--- src/rtl/nonce_serializer.sv ---
// nonce_serializer: buffers whole words in a small FIFO and hands them out
// one byte at a time under consumer flow control (inc_data).
// Optional feature macro: NONCE_SER_CHECKSUM_EN -- when defined, each word is
// followed by one extra slot carrying the XOR of all its bytes.
module nonce_serializer #(
  parameter int WORD_BYTES = 4,
  parameter int FIFO_DEPTH = 2,
  parameter bit MSB_FIRST  = 1'b1
) (
  input  logic                    clk,
  input  logic                    n_rst,
  input  logic                    load,
  input  logic [8*WORD_BYTES-1:0] word_in,
  input  logic                    flush,
  input  logic                    inc_data,
  output logic                    valid_out,
  output logic [7:0]              read_data,
  output logic                    last_byte,
  output logic                    full,
  output logic                    overflow
);

`ifdef NONCE_SER_CHECKSUM_EN
  localparam int NSLOT = WORD_BYTES + 1;
`else
  localparam int NSLOT = WORD_BYTES;
`endif
  localparam int IDX_W = $clog2(NSLOT);
  localparam int SLOTS = 1 << IDX_W;
  localparam int PTR_W = $clog2(FIFO_DEPTH);
  localparam int CNT_W = PTR_W + 1;
  localparam logic [IDX_W-1:0] LAST_IDX  = IDX_W'(NSLOT - 1);
  localparam logic [CNT_W-1:0] DEPTH_CNT = CNT_W'(FIFO_DEPTH);

  // Word storage; never reset, validity is tracked by count_reg alone.
  logic [8*WORD_BYTES-1:0] mem_reg [FIFO_DEPTH];

  logic [PTR_W-1:0] wr_ptr_reg, wr_ptr_next;
  logic [PTR_W-1:0] rd_ptr_reg, rd_ptr_next;
  logic [CNT_W-1:0] count_reg, count_next;
  logic [IDX_W-1:0] idx_reg, idx_next;
  logic             overflow_reg, overflow_next;

  logic                    push;
  logic                    advance;
  logic                    pop;
  logic [8*WORD_BYTES-1:0] head_word;
  logic [7:0]              slot_byte [SLOTS];

  assign full      = (count_reg == DEPTH_CNT);
  assign valid_out = (count_reg != '0);
  assign overflow  = overflow_reg;
  assign last_byte = valid_out && (idx_reg == LAST_IDX);

  // A load is dropped whenever the FIFO is full, even if the head pops now.
  assign push    = load && !full && !flush;
  assign advance = inc_data && valid_out && !flush;
  assign pop     = advance && (idx_reg == LAST_IDX);

  assign head_word = mem_reg[rd_ptr_reg];

`ifdef NONCE_SER_CHECKSUM_EN
  logic [7:0] checksum;

  // XOR of every byte of the head word, emitted in the extra final slot.
  always_comb begin
    checksum = 8'h00;
    for (int i = 0; i < WORD_BYTES; i++) begin
      checksum = checksum ^ head_word[8*i +: 8];
    end
  end
`endif

  // Map each slot index to the byte it presents; unused slots read as zero.
  generate
    for (genvar gi = 0; gi < SLOTS; gi++) begin : g_slot
      if (gi < WORD_BYTES) begin : g_data
        if (MSB_FIRST) begin : g_msb
          assign slot_byte[gi] = head_word[8*(WORD_BYTES-1-gi) +: 8];
        end else begin : g_lsb
          assign slot_byte[gi] = head_word[8*gi +: 8];
        end
      end
`ifdef NONCE_SER_CHECKSUM_EN
      else if (gi == WORD_BYTES) begin : g_cks
        assign slot_byte[gi] = checksum;
      end
`endif
      else begin : g_pad
        assign slot_byte[gi] = 8'h00;
      end
    end
  endgenerate

  assign read_data = valid_out ? slot_byte[idx_reg] : 8'h00;

  // Next-state: flush wins over everything, otherwise push/pop/advance.
  always_comb begin
    wr_ptr_next   = wr_ptr_reg;
    rd_ptr_next   = rd_ptr_reg;
    count_next    = count_reg;
    idx_next      = idx_reg;
    overflow_next = overflow_reg;
    if (flush) begin
      wr_ptr_next   = '0;
      rd_ptr_next   = '0;
      count_next    = '0;
      idx_next      = '0;
      overflow_next = 1'b0;
    end else begin
      if (push) wr_ptr_next = wr_ptr_reg + 1'b1;
      if (pop)  rd_ptr_next = rd_ptr_reg + 1'b1;
      case ({push, pop})
        2'b10:   count_next = count_reg + 1'b1;
        2'b01:   count_next = count_reg - 1'b1;
        default: count_next = count_reg;
      endcase
      if (advance) idx_next = pop ? '0 : idx_reg + 1'b1;
      if (load && full) overflow_next = 1'b1;
    end
  end

  // Control state with asynchronous active-low reset.
  always_ff @(posedge clk or negedge n_rst) begin
    if (!n_rst) begin
      wr_ptr_reg   <= '0;
      rd_ptr_reg   <= '0;
      count_reg    <= '0;
      idx_reg      <= '0;
      overflow_reg <= 1'b0;
    end else begin
      wr_ptr_reg   <= wr_ptr_next;
      rd_ptr_reg   <= rd_ptr_next;
      count_reg    <= count_next;
      idx_reg      <= idx_next;
      overflow_reg <= overflow_next;
    end
  end

  // Capture the word at acceptance; it is never touched again until popped.
  always_ff @(posedge clk) begin
    if (push) mem_reg[wr_ptr_reg] <= word_in;
  end

endmodule
--- config.mk ---
export PLATFORM = sky130hd
export DESIGN_NAME = nonce_serializer
export DESIGN_NICKNAME = d
export VERILOG_FILES = /design/src/rtl/nonce_serializer.sv
export SDC_FILE = /design/constraint.sdc
export NUM_CORES = 1
export LEC_CHECK = 0
export ABC_AREA = 1
export BUFFER_PORTS_ARGS = -buffer_cell sky130_fd_sc_hd__buf_4
export CAP_MARGIN = 20
export CELL_PAD_IN_SITES_DETAIL_PLACEMENT = 2
export CELL_PAD_IN_SITES_GLOBAL_PLACEMENT = 2
export CORE_MARGIN = 2
export CORE_UTILIZATION = 35
export CTS_CLUSTER_DIAMETER = 30
export DETAILED_ROUTE_END_ITERATION = 7
export GPL_TIMING_DRIVEN = 0
export PLACE_DENSITY_LB_ADDON = 0.1
export SYNTH_ARGS = -nofsm -noshare
export SYNTH_HDL_FRONTEND = slang
export SYNTH_SLANG_ARGS = --single-unit
--- constraint.sdc ---
create_clock -name clk -period 3.11 [get_ports clk]
set_input_delay 0.622 -clock clk [delete_from_list [all_inputs] [get_ports clk]]
set_output_delay 0.622 -clock clk [all_outputs]
set_load 0.05 [all_outputs]
* Yosys cells after proc, flatten, opt, wreduce, memory -nomap -nowiden
Memory sizes are Yosys's and may differ from the RTL's.
Cells that the tools add are included.
Widths: inputs -> output; s select.
** Word-level totals
- Flip-flop bits (word level) :: 7
- Memory bits (writable) :: 64
- Bits of input ports :: 37
- Output and inout port bits :: 12
- Logic and storage cells :: 49
- Memories kept :: 1
** Cells by class
- Add/sub/neg operators :: 5
- Magnitude comparators :: 1
- Equality and inequality tests :: 4
- Muxes and demuxes :: 17
- Bitwise gates (word level) :: 1
- Reductions and logical operators :: 15
** Memories
- mem_reg :: depth 2, width 32, read ports 1, clocked after memory_dff 0, wr ports 1, RTL line 36 : logic [8*WORD_BYTES-1:0] mem_reg [FIFO_DEPTH];
** Operator list (count)
- $mux 8 :: 3
- $bmux 8 s2 :: 1
- $reduce_bool 2->1 :: 5
- $mux 1 :: 8
- $mux 2 :: 4
- $logic_and 1x1->1 :: 7
- $eq 2x2->1 const B :: 3
- $add 2x1->2 const B :: 2
- $pmux 2 s2 :: 1
- $ge 3x3->1 const B :: 1
- $not 2->3 :: 1
- $reduce_bool 3->1 :: 1
- $add 1x1->1 const B :: 2
- $eq 2x1->1 const B :: 1
- $logic_not 1->1 :: 2
- $sub 2x1->2 const B :: 1

* Logic depth before layout (Yosys ltp)
Gate-level depths: netlist (run 1).
- Depth in word-level cells :: 7
- Mapped depth :: 9
- Gate-level depth less buffers :: 9

* Worst setup path after synthesis (run 1)
Ideal clock, no wire load.
- Path type :: input -> register
- Start :: input load
- End :: memory mem_reg[1][0] (netlist bit) (enable)
- Setup time :: 0.422 ns
- Data arrival time :: 2.181 ns
- Data required time :: 2.688 ns
- Path slack :: 0.507 ns
- Cell stages on the path :: 4
- Path buffers :: 0
- Cells stage by stage :: nand2_4 -> nor2_4 -> inv_2 -> nor2_1
** Between the ends
- Cells in the longest elaborated chain, start to end :: 4
** RTL lines
- from (decl) :: RTL line 12 : input logic load,
- $logic_and 1x1->1 (2 in series) :: RTL line 56 : assign push = load && !full && !flush;
- $mux 1 :: RTL line 142 : if (push) mem_reg[wr_ptr_reg] <= word_in;
- $mux 1 (implied by the code) :: RTL line 142
- to (decl) :: RTL line 36
Every way passes these cells.

* Worst setup path in the final report (run 1)
- Start :: register idx_reg[0]
- End :: output read_data[7]
** Between the ends
- Cells in the longest elaborated chain, start to end :: 5
** RTL lines
- from (decl) :: RTL line 41 : logic [IDX_W-1:0] idx_reg, idx_next;
- from (signal assigned) :: RTL line 135 : idx_reg <= idx_next;
- $not 2->3 (implied by the code) :: RTL line 95 : assign read_data = valid_out ? slot_byte[idx_reg] : 8'h00;
- $bmux 8 s2 :: RTL line 95
- $mux 8 (implied by the code) (2 in series) :: RTL line 95
- $mux 8 :: RTL line 95
- to (decl) :: RTL line 17 : output logic [7:0] read_data,
Every way passes these cells. The select of a mux whose other input is x is not followed.

==> implementation parameters, run 1 <==
Parameter                              Value

Synth
  Count of unique library cells instantiated by Yosys    22
  Gate count of the mapped netlist    246
  Share of async-settable or async-resettable flops after synthesis    0.0986
  Primary FF master, synth    sky130_fd_sc_hd__edfxtp_1
  Synth Area per Inst    12.0 um^2
  Flop and latch count out of synthesis    71
  Warnings, synthesis    0
  Leading post-synthesis cells by instance count    sky130_fd_sc_hd__edfxtp_1, sky130_fd_sc_hd__nor2_1, sky130_fd_sc_hd__o21ai_1, sky130_fd_sc_hd__nand2_1, sky130_fd_sc_hd__inv_1
  Post-synth EDFFs    64
  Fraction of synthesized cell area taken by the top area cell type    0.652
  Cell Area, Synth    0.00295 mm^2
  Number of nets produced by synthesis    284
  Yosys top cell by area    sky130_fd_sc_hd__edfxtp_1
  Register area share after synthesis    0.711
  Synth top area cells    sky130_fd_sc_hd__edfxtp_1, sky130_fd_sc_hd__nor2_1, sky130_fd_sc_hd__dfrtp_1
  Library cell with the highest instance count after synthesis    sky130_fd_sc_hd__edfxtp_1

STA
  Setup violations, final    0
  Clk_skew    10.1 ps
  Least setup slack across all paths after layout    485 ps
  Post-layout minimum cycle time    2630 ps
  Fmax    0.381 GHz
  Total Neg Setup Slack    0 ps
  Headroom to the max-slew limit    0.760
  Fin. Hold Viols    0
  Actual transition at the worst max-transition pin    360 ps
  Setup repair after global routing missed its margin    false
  Period Utilization, post-route    0.844
  Number of pins exceeding their max-slew limit in the final report    0

CTS
  TritonCTS clock tree    yes
  Clock Tree Buf Depth    2
  Clock transition at the registers of the reported paths    80 ps
  Later-pin clock latency in the skew report    350 ps
  Count of hold buffers inserted by post-cts repair    0
  Num CTS Buffers    9
  Number of H-tree levels    3
  Post-CTS Setup Repair Bufs    0
  CTS root buffer    sky130_fd_sc_hd__clkbuf_8
  Post-cts resize count    0
  Clk sink count    71

Global route
  GRT Util Overall    0.182
  Vias in the first global route    2199
  Global-route wire length before repair    11800 um
  Overflow after GRT    0
  Initial antenna violation count    0
  Pin count of the biggest net entering global routing    31

Min path
  Hold WC Path Type    primary input to asynchronous set/reset pin

Layout
  Number of flip-flops under the largest register name    64
  Proportion of layout cells with a drive suffix above 1    0.285
  Ant. Diodes    0
  # nets final    345
  Area delta synth->final    27.3%
  Fillcell total    830

Worst setup path
  Crit path kind    flop to primary output
  Setup crit end kind    primary output
  Crit start category    flop
  CP Data Required Time    2490 ps
  Largest stage delay on the critical path    500 ps
  Biggest fanout along the worst timing path    10
  Critical Path, Cell by Cell    inv_1, o21ai_0, o22ai_1, nor2_1, nor2_1, buf_4
  Critical path's slowest cell    sky130_fd_sc_hd__dfrtp_1
  Most used cell, CP    sky130_fd_sc_hd__nor2_1
  CP arrival    2000 ps

Route
  Aggregate routed wire length    7750 um
  Routed via count    2054
  DR vias/cell    4.93
  Violation count after the first detailed-route iteration    70
  Wire per inst    18.6 um
  Post-detailed-route DRC marker count    0
  Pre-Repair DR Iteration Count    4
  Remaining antenna violation count after routing    0

Placement
  Global placement routability congestion    0.736
  Port-buffer cells    48
  Worst Setup Slack post-DPL    789 ps
  Sum of net half-perimeters after detailed placement    5340 um

Power and ir drop
  Leakage    1.45 nW
  Worst voltage drop across the vdd grid    0.312 mV
  Ratio of total power to cell area    663 mW/mm^2

Run
  Maxcap violations    0

Die
  Effective utilization at floorplan    0.361
  Number of standard-cell rows in the floorplan    33
  Io pins    49
  Total Die Area    0.00917 mm^2
  Die H    95.8 um
  Placeable core region    0.00818 mm^2
  Chip Width    95.8 um

Outcome
  Outcome    finished clean
-- metrics by stage --
stage / cell area [um^2] / power [mW] / hold slack [ps] / util / instances
global route: 3750 / 2.58 / 66.7 / 0.459 / 417
CTS: 3750 / 2.52 / 65.5 / 0.459 / 417
global placement: 3440 / 1.53 / 446 / 0.421 / 399
detailed placement: 3490 / 1.55 / 449 / 0.427 / 401
floorplan: 2950 / 1.38 / 326 / - / 246
finish: 3750 / 2.49 / 73.7 / 0.459 / 417
-- layout make-up --
cell class,instances,area (um^2),share of cell area
tap,105,131,0.0350
sequential,71,2100,0.559
inverter,13,48.8,0.0130
buffer,11,67.6,0.0180
timing repair buffer,50,400,0.107
multi-input combinational,151,747,0.199
clock inverter,6,133,0.0353
clock buffer,10,128,0.0340
-- power breakdown --
part / total, mW / internal (mW) / switching, mW
Clock: 0.961 / 0.613 / 0.348
Sequential: 1.12 / 1.10 / 0.0240
Combinational: 0.405 / 0.130 / 0.275
Total: 2.49 / 1.84 / 0.647
-- worst paths after layout --
kind | startpoint | to | slack [ps] | cells past startpoint
worst max-delay path | idx_reg[0] | read_data[7] | 480 | 6
worst min-delay path | n_rst | idx_reg[1] | 70 | 1
worst max register to register | count_reg[0] | mem_reg[0][1] | 1490 | 7
worst min register to register | overflow | overflow | 560 | 2
max in group asynchronous | n_rst | idx_reg[0] | 2900 | 1
min in group clk | word_in[18] | mem_reg[1][18] | 460 | 1
-- logic make-up after synthesis --
group | synth area share
compound gates | 0.106
simple gates | 0.139
fa+ha+maj | 0.00424
flops | 0.711
buf+inv | 0.0395
-- layer usage --
metal	GRT usage	up-vias	wire (um)
met5	0	-	0
met4	0.0702	0	200
met3	0.0446	12	276
met2	0.318	42	3970
met1	0.216	1013	3300
li1	-	987	-
-- placed cells by master, fill, tap and decap left out, types with 2 or more instances in the layout --
| master | count |
|---|---|
| sky130_fd_sc_hd__o211ai_1 | 8 |
| sky130_fd_sc_hd__o21ai_0 | 6 |
| sky130_fd_sc_hd__nand2_2 | 2 |
| sky130_fd_sc_hd__o21ai_1 | 29 |
| sky130_fd_sc_hd__a21oi_1 | 4 |
| sky130_fd_sc_hd__clkbuf_8 | 9 |
| sky130_fd_sc_hd__buf_12 | 2 |
| sky130_fd_sc_hd__nand2_1 | 22 |
| sky130_fd_sc_hd__nor2_1 | 60 |
| sky130_fd_sc_hd__nand4_1 | 2 |
| sky130_fd_sc_hd__nor2_4 | 3 |
| sky130_fd_sc_hd__buf_2 | 6 |
| sky130_fd_sc_hd__buf_4 | 53 |
| sky130_fd_sc_hd__dfrtp_1 | 7 |
| sky130_fd_sc_hd__o22ai_1 | 8 |
| sky130_fd_sc_hd__bufinv_16 | 4 |
| sky130_fd_sc_hd__nand2_4 | 2 |
| sky130_fd_sc_hd__edfxtp_1 | 64 |
| sky130_fd_sc_hd__inv_1 | 9 |
| sky130_fd_sc_hd__inv_2 | 4 |
-- critical path: cells and delay by family (launching register included) --
kind,cells,cell delay [ps]
AND/OR/NAND/NOR,2,210
flip-flops,1,500
buffers and inverters,2,560
AO/OA/AOI/OAI,2,400
Power figures use the tool's default switching activity.
==> run 2: changes to the inputs <==
--- a/config.mk
+++ b/config.mk
@@ -11,7 +11,7 @@
 export CELL_PAD_IN_SITES_DETAIL_PLACEMENT = 2
 export CELL_PAD_IN_SITES_GLOBAL_PLACEMENT = 2
 export CORE_MARGIN = 2
-export CORE_UTILIZATION = 35
+export CORE_UTILIZATION = 33
 export CTS_CLUSTER_DIAMETER = 30
 export DETAILED_ROUTE_END_ITERATION = 7
 export GPL_TIMING_DRIVEN = 0
==> constraint.sdc (replaced) <==
create_clock -name clk -period 2.3 [get_ports clk]
set_input_delay 0.46 -clock clk [delete_from_list [all_inputs] [get_ports clk]]
set_output_delay 0.46 -clock clk [all_outputs]
set_load 0.05 [all_outputs]
==> implementation parameters, run 2 (synthesized netlist as in run 1, its figures left out) <==
Parameter                              Value

Outcome
  Outcome    finished clean

Worst setup path
  Setup crit end kind    primary output
  Logic depth of the worst path, buffers included    6 (unchanged)
  Crit start category    flop
  Buf+Inv Stages, Crit Path    2 (unchanged)
  Critical Path, Cell by Cell    buf_4, o21ai_1, o211ai_1, nand2_1, nor2_2, buf_6
  Reg2Reg Capture Point    mem_reg[1][21]
  Launch point of the worst reg-to-reg path    count_reg[0]
  Critical path's slowest cell    sky130_fd_sc_hd__dfrtp_2
  Family with the most delay on the worst path    flip-flops
  Worst reg2reg setup slack    540 ps (-950 ps)
  Largest stage delay on the critical path    450 ps (-50 ps)
  Crit path kind    flop to primary output
  Biggest fanout along the worst timing path    10 (unchanged)
  CP Data Required Time    1840 ps (-650 ps)
  CP arrival    1780 ps (-220 ps)
  Depth of the worst register-to-register path    7 (unchanged)

Die
  Die H    98.5 um (+2.9%)
  Chip Width    98.5 um (+2.9%)
  Placeable core region    0.00868 mm^2 (+6.2%)
  Io pins    49 (unchanged)
  Total Die Area    0.00971 mm^2 (+5.8%)
  Effective utilization at floorplan    0.340 (-0.0209)
  Number of standard-cell rows in the floorplan    34 (+3.0%)

CTS
  Clock Tree Buf Depth    2 (unchanged)
  Clk sink count    71 (unchanged)
  TritonCTS clock tree    yes
  Later-pin clock latency in the skew report    340 ps (about the same)
  Num CTS Buffers    9 (unchanged)
  Clock transition at the registers of the reported paths    80 ps (about the same)
  CTS root buffer    sky130_fd_sc_hd__clkbuf_8
  Number of H-tree levels    3 (unchanged)

STA
  Setup violations, final    0 (unchanged)
  Number of pins exceeding their max-slew limit in the final report    0 (unchanged)
  Headroom to the max-slew limit    0.664 (-0.0953)
  Post-layout minimum cycle time    2240 ps
  Actual transition at the worst max-transition pin    502 ps (+142 ps)
  Setup repair after global routing missed its margin    true
  Clk_skew    5.86 ps (-4.26 ps)
  Fmax    0.446 GHz
  Period Utilization, post-route    0.974
  Fin. Hold Viols    0 (unchanged)

Power and ir drop
  Clock power frac    0.283 (-0.104)
  Worst voltage drop across the vdd grid    0.315 mV (+0.88%)
  Switching component of the power    873 uW (+35%)
  Ratio of total power to cell area    768 mW/mm^2 (+16%)
  Comb pwr share    0.201 (+0.038)
  Int Pwr    2.06 mW (+12%)
  Fraction of power consumed by sequential logic    0.516 (+0.065)
  Leakage    1.47 nW (+1.3%)
  Overall power consumption    2.93 mW (+18%)
  Switching part of the total power    0.298 (+0.0372)

Layout
  Area delta synth->final    29.6%
  Ant. Diodes    0 (unchanged)
  Utilization after layout    0.440 (-0.0188)
  Proportion of layout cells with a drive suffix above 1    0.307 (+0.0217)
  Fillcell total    897 (+8.1%)
  Area of the multi-input gates    758 um^2 (+1.5%)
  # nets final    351 (+1.7%)
  Most common cell after layout, fill and taps aside    sky130_fd_sc_hd__edfxtp_1
  Number of flip-flops under the largest register name    64 (unchanged)
  Register area    0.00210 mm^2 (about the same)
  Leading cell types in the layout, fill and taps excluded    sky130_fd_sc_hd__edfxtp_1, sky130_fd_sc_hd__nor2_1, sky130_fd_sc_hd__buf_4, sky130_fd_sc_hd__o21ai_1, sky130_fd_sc_hd__nand2_1

Route
  Pre-Repair DR Iteration Count    4 (unchanged)
  Post-detailed-route DRC marker count    0 (unchanged)
  Aggregate routed wire length    7670 um (-1.1%)
  Routed via count    2088 (+1.7%)
  Violation count after the first detailed-route iteration    96 (+37%)
  Remaining antenna violation count after routing    0 (unchanged)
  Wire per inst    18.1 um (-2.7%)
  DR vias/cell    4.92 (about the same)

Min path
  Hold WC Path Type    primary input to flop
  Startpoint of the lowest-slack hold path    word_in[0]
  Hold depth    1
  Hold path endpoint    mem_reg[0][0]

Global route
  Initial antenna violation count    0 (unchanged)
  GRT busiest layer    met2
  Met2 routing resource usage after global routing    0.278 (-0.0398)
  Met1 track demand over resource in global routing    0.216 (+0.000539)
  GRT Util Overall    0.167 (-0.0146)
  Vias in the first global route    2212 (+0.59%)
  Global routing met3 resource utilization    0.0305 (-0.0141)
  Pin count of the biggest net entering global routing    25 (-19%)
  Overflow after GRT    0 (unchanged)
  Global-route wire length before repair    12000 um (+1.9%)

Placement
  Global placement routability congestion    0.692 (-6.0%)
  Port-buffer cells    48 (unchanged)
  Sum of net half-perimeters after detailed placement    5450 um (+1.9%)

Run
  Maxcap violations    0 (unchanged)
## run 2: cell types whose count changed in the layout (fill, tap and decap cells not counted), sizes merged
cell and change:
clkinv +5, buf +4, bufinv -4, inv -2, dlygate4sd3 +1
## run 2: per-layer routing
metal / share of wire / wire length (um) / up-vias
met5: 0 / 0 / -
met2: 0.50 / 3840 / 37
met1: 0.45 / 3460 / 1038
li1: - / - / 1003
met3: 0.031 / 238 / 10
met4: 0.017 / 130 / 0
## run 2: final cells by class
| class | count | share of cell area |
|---|---|---|
| repair buffers | 56 | 0.131 |
| clock buffers | 9 | 0.0324 |
| plain buffers | 11 | 0.0295 |
| well taps | 108 | 0.0354 |
| clock inverters | 5 | 0.00721 |
| inverters | 13 | 0.0170 |
| flip-flops and latches | 71 | 0.549 |
| multi-input cells | 151 | 0.198 |
## run 2: how the worst max path moves through the flow
stage               endpoint    startpoint  slack (ps)
3_3_place_gp   mem_reg[0][4]  count_reg[0]        -340
5_1_grt         read_data[3]    rd_ptr_reg         -50
4_1_cts         read_data[6]    rd_ptr_reg         -10
6_report        read_data[3]    idx_reg[0]          60
3_5_place_dp    read_data[7]    idx_reg[0]         220
2_1_floorplan   read_data[0]    rd_ptr_reg         230
## run 2: what timing repair did
action	4_1_cts	5_1_grt
setup endpoints to repair	8	8
cloned	0	1
gates resized for setup	16	14
hold endpoints to repair	7	0
hold buffers	1	0
pin swaps	2	6
setup buffers	0	4
## run 2: stage by stage
step	setup slack (ps)	TNS, ps	hold slack, ps	cells	instance area [um^2]
floorplan	230	0	164	246	2950
global placement	-343	-21370	283	402	3450
detailed placement	215	0	285	404	3500
CTS	-13.2	-26.2	281	419	3720
global route	-49.4	-120	281	424	3820
finish	60.1	0	298	424	3820
## run 2: power by group through the flow
stage	registers [mW]	clock network, mW	logic (mW)
6_report	1.51	0.830	0.590
5_1_grt	1.52	0.916	0.642
4_1_cts	1.52	0.857	0.580
3_5_place_dp	1.54	0	0.557
3_3_place_gp	1.54	0	0.533
2_1_floorplan	1.54	0	0.331
